[src/rtl/ram_port_arbiter.sv]
// rtl/ram_port_arbiter.sv - shares one RAM port between NREQ requesters with optional lock.
// Define RAM_ARB_RR_EN for round-robin arbitration; otherwise fixed priority (lowest index wins).
module ram_port_arbiter #(
  parameter int NREQ      = 2,
  parameter int NDATA     = 64,
  parameter int NDATABYTE = 4,
  localparam int NADDRBIT = $clog2(NDATA),
  localparam int DW       = NDATABYTE * 8,
  localparam int IW       = (NREQ > 1) ? $clog2(NREQ) : 1
) (
  input  logic                      clock,
  input  logic                      reset,
  input  logic [NREQ-1:0]           i_req_valid,
  output logic [NREQ-1:0]           o_req_ready,
  input  logic [NREQ-1:0]           i_req_lock,
  input  logic [NREQ*NDATABYTE-1:0] i_req_wen,
  input  logic [NREQ*NADDRBIT-1:0]  i_req_addr,
  input  logic [NREQ*DW-1:0]        i_req_wdata,
  output logic [NREQ-1:0]           o_rsp_valid,
  output logic [DW-1:0]             o_rsp_rdata,
  output logic                      o_ram_en,
  output logic [NDATABYTE-1:0]      o_ram_wen,
  output logic [NADDRBIT-1:0]       o_ram_addr,
  output logic [DW-1:0]             o_ram_wdata,
  input  logic [DW-1:0]             i_ram_rdata
);

  typedef enum logic {ARB = 1'b0, LOCKED = 1'b1} state_t;

  state_t              state_q, state_d;
  logic [IW-1:0]       owner_q, owner_d;
  logic [NREQ-1:0]     rsp_valid_q;
  logic                rsp_read_q;
  logic [NREQ-1:0]     grant;
  logic [IW-1:0]       gidx;
  logic                found;
  logic                any_acc;
  logic                sel_lock;
`ifdef RAM_ARB_RR_EN
  logic [IW-1:0]       ptr_q, ptr_d;
`endif

  // Grant is suppressed during reset so the RAM never sees an access then.
  always_comb begin
    grant = '0;
    gidx  = '0;
    found = 1'b0;
    if (!reset) begin
      if (state_q == LOCKED) begin
        if (i_req_valid[owner_q]) begin
          grant[owner_q] = 1'b1;
          gidx           = owner_q;
        end
      end else begin
`ifdef RAM_ARB_RR_EN
        for (int k = 0; k < NREQ; k++) begin
          int idx;
          idx = (int'(ptr_q) + k) % NREQ;
          if (!found && i_req_valid[idx]) begin
            grant[idx] = 1'b1;
            gidx       = IW'(idx);
            found      = 1'b1;
          end
        end
`else
        for (int k = 0; k < NREQ; k++) begin
          if (!found && i_req_valid[k]) begin
            grant[k] = 1'b1;
            gidx     = IW'(k);
            found    = 1'b1;
          end
        end
`endif
      end
    end
  end

  assign any_acc     = |grant;
  assign o_req_ready = grant;
  assign o_ram_en    = any_acc;

  always_comb begin
    o_ram_wen   = '0;
    o_ram_addr  = '0;
    o_ram_wdata = '0;
    sel_lock    = 1'b0;
    for (int i = 0; i < NREQ; i++) begin
      if (grant[i]) begin
        o_ram_wen   = i_req_wen[i*NDATABYTE +: NDATABYTE];
        o_ram_addr  = i_req_addr[i*NADDRBIT +: NADDRBIT];
        o_ram_wdata = i_req_wdata[i*DW +: DW];
        sel_lock    = i_req_lock[i];
      end
    end
  end

  always_comb begin
    state_d = state_q;
    owner_d = owner_q;
    if (any_acc) begin
      if (state_q == ARB && sel_lock) begin
        state_d = LOCKED;
        owner_d = gidx;
      end else if (state_q == LOCKED && !sel_lock) begin
        state_d = ARB;
      end
    end
  end

`ifdef RAM_ARB_RR_EN
  always_comb begin
    ptr_d = ptr_q;
    if (any_acc) begin
      ptr_d = (gidx == IW'(NREQ - 1)) ? '0 : gidx + 1'b1;
    end
  end
`endif

  always_ff @(posedge clock) begin
    if (reset) begin
      state_q     <= ARB;
      owner_q     <= '0;
      rsp_valid_q <= '0;
      rsp_read_q  <= 1'b0;
`ifdef RAM_ARB_RR_EN
      ptr_q       <= '0;
`endif
    end else begin
      state_q     <= state_d;
      owner_q     <= owner_d;
      rsp_valid_q <= grant;
      rsp_read_q  <= any_acc && (o_ram_wen == '0);
`ifdef RAM_ARB_RR_EN
      ptr_q       <= ptr_d;
`endif
    end
  end

  // A response still in flight when reset rises is dropped immediately.
  assign o_rsp_valid = reset ? '0 : rsp_valid_q;
  assign o_rsp_rdata = (!reset && (|rsp_valid_q) && rsp_read_q) ? i_ram_rdata : '0;

endmodule

[config.mk]
export PLATFORM = sky130hd
export DESIGN_NAME = ram_port_arbiter
export DESIGN_NICKNAME = d
export VERILOG_FILES = /design/src/rtl/ram_port_arbiter.sv
export SDC_FILE = /design/constraint.sdc
export NUM_CORES = 1
export LEC_CHECK = 0
export ABC_AREA = 1
export CELL_PAD_IN_SITES_DETAIL_PLACEMENT = 1
export CELL_PAD_IN_SITES_GLOBAL_PLACEMENT = 2
export CORE_MARGIN = 8
export CORE_UTILIZATION = 10
export CTS_CLUSTER_DIAMETER = 60
export CTS_CLUSTER_SIZE = 40
export DETAILED_ROUTE_END_ITERATION = 10
export GPL_ROUTABILITY_DRIVEN = 0
export PLACE_DENSITY = 0.95
export SYNTH_ARGS = -nofsm -noshare
export SYNTH_HDL_FRONTEND = slang
export SYNTH_SLANG_ARGS = --single-unit
[constraint.sdc]
create_clock -name clock -period 4.55 [get_ports clock]
set_input_delay 0.91 -clock clock [delete_from_list [all_inputs] [get_ports clock]]
set_output_delay 0.91 -clock clock [all_outputs]
set_load 0.005 [all_outputs]
==> reports/qor.yml <==
sta:
  finalCriticalPeriod_ns: 3.98
  hold_viol: 0
  hold_ws_ns: 0.533
  slew_violations: 0
  fin_setup_tns_ns: 0
  max_slew_margin: 0.205
  min_period_over_period: 0.876
  setup_violations: 0
  fmax_mhz: 251
  worst_slack_ns: 0.565
  worst_pin_slew_ns: 1.19
  clock-skew-final_ns: 0.000323
  rsz0062_at_grt: "no"
setup_path:
  critPathMaxStageDelay_ns: 0.93
  path_delay_family: "buffers and inverters"
  cp.required_ns: 3.64
  cp_num_buf_inv: 2
  cp.arrival_ns: 3.07
  path_class: "input port to primary output"
  cp-end-kind: "primary output"
  crit_chain: "clkdlybuf4s50_1 > nor2_1 > o21ai_2 > nor2_1 > clkdlybuf4s50_1"
  startpoint_type: "input port"
  reg2reg_depth: 10
  crit_cells: 5
  rrSetupSlack_ns: 2.65
  path_max_fanout: 32
  slowest_stage: "o21ai_2"
clocking:
  clockRootBuffer: "clkbuf_8"
  cts_tree: "done"
  post-cts-setup-buffer-count: 0
  ctsHoldBuffers: 0
  clock_latency_ns: 0.22
  htreeDepth: 1
  clock_sinks: 5
  numCtsBuffers: 3
  cts_resized: 0
  path_clk_slew_ns: 0.03
  cts_buffer_depth: 2
layout:
  synthToLayoutAreaGrowth_pct: 200
  finalNonFillerCells: 498
  fin_area_um2: 3170
  final_util: 0.307
  drive_above_1_share: 0.0442
  diodes: 0
  fin_nets: 486
route:
  first_iter_violations: 36
  drcViolationCount: 0
  ant_nets: 0
  num_vias: 1912
  via_per_inst: 3.84
  wl_um: 8120
  firstDrtPassIters: 4
  wl_per_cell_um: 16.3
power_and_ir_drop:
  ir_worst_vdd_mv: 0.0522
  p_clk_frac: 0.203
  p_comb_frac: 0.671
  fin_total_pwr_mw: 0.399
  p_int_mw: 0.287
  p_leak_nw: 1.35
  pwr-share-seq: 0.126
  p_switching_mw: 0.112
  power.density_nw_per_um2: 126
  p_sw_frac: 0.281
global_route:
  gr-total-overflow: 0
  grtUsageTotal: 0.110
  antenna_found_initial: 0
  grt_pass1_wl_um: 12500
  grt_pass1_vias: 2248
  grt_max_degree: 45
hold_path:
  hold_depth: 2
  hp-class: "register to register"
job:
  max_cap_viol_count: 0
synth:
  syn_inst: 169
  syn_area_um2: 1060
  yosysWarnings: 0
  synth_cell_types: 19
  synth_nets: 292
  yosysSeqAreaShare: 0.0946
  avgSynthCellArea_um2: 6.26
  synth-seq-cells: 5
placed_design:
  dpl.hpwl_um: 7320
  preCtsSetupSlack_ns: 0.521
  dpl-instance-area_um2: 3130
  io_buffers: 200
  dp.cells: 494
die:
  dieArea_um2: 14100
  boundaryPins: 201
  start_util: 0.103
  coreArea_um2: 10300
  fp.dieH_um: 119
  die_w_um: 119
  placementRows: 37
run_status:
  status: "complete, no violations"
[cells in the final DEF (no fill, tap or decap), drive strengths merged]
cell type | Yosys | final
o21ai | 2 | 2
a21oi | 3 | 3
a22o | 39 | 39
nor2 | 38 | 38
clkbuf | 0 | 4
nand4 | 5 | 5
nand3 | 3 | 3
ha | 1 | 1
dfxtp | 5 | 5
inv | 45 | 45
nand2 | 17 | 17
clkdlybuf4s50 | 0 | 200
[state kept, by name, indices dropped and copies added (netlist names)]
name / flops
state_q: 1
rsp_valid_q: 2
owner_q: 1
rsp_read_q: 1
[routing by layer]
layer  vias to the layer above  global-route usage  routed length, um
met5                         -                   0                  0
met4                         0              0.0292                 93
met3                         6              0.0520                960
met2                       140               0.210               4120
met1                       832               0.102               2950
li1                        934                   -                  -
[synth_stat cells (all sizes together)]
| library cell | n | area, um^2 |
|---|---|---|
| a21oi | 3 | 15.0 |
| a22o | 39 | 342 |
| buf | 11 | 105 |
| dfxtp | 5 | 100 |
| ha | 1 | 12.5 |
| inv | 45 | 174 |
| nand2 | 17 | 83.8 |
| nand3 | 3 | 40.0 |
| nand4 | 5 | 31.3 |
| nor2 | 38 | 145 |
| o21ai | 2 | 10.0 |
[worst paths after layout]
path                                           start                   end
worst max-delay path                           reset        o_rsp_rdata[6]
worst min-delay path            owner_q$_SDFFE_PP0P_  owner_q$_SDFFE_PP0P_
worst max register to register  owner_q$_SDFFE_PP0P_  state_q$_SDFFE_PP0P_
worst min register to register  owner_q$_SDFFE_PP0P_  owner_q$_SDFFE_PP0P_
[tightest hold or removal path, delay by kind of cell, from the launching register on]
family          cells  cell delay [ns]
simple gates        1             0.08
compound gates      1             0.06
flops               1             0.36
[kinds of logic after synthesis]
group,share of synthesized area
buf+inv,0.264
simple gates,0.284
fa+ha+maj,0.0118
compound gates,0.346
flops,0.0946
[cell type report]
cell class	instances	area, um^2
well taps	136	170
fillers	1249	7150
clock buffers	4	45.0
repair buffers	200	2000
inverters	45	174
multi-input cells	108	683
flip-flops and latches	5	100
[power by group through the flow]
stage                     clock [mW]  sequential, mW  combinational (mW)
after floorplan                    0          0.0498              0.0841
after global placement             0          0.0511               0.267
after detailed placement           0          0.0509               0.272
after CTS                     0.0828          0.0503               0.273
after global routing          0.0863          0.0506               0.289
final                         0.0809          0.0502               0.268
No activity file was read; power rests on OpenSTA's default activity.
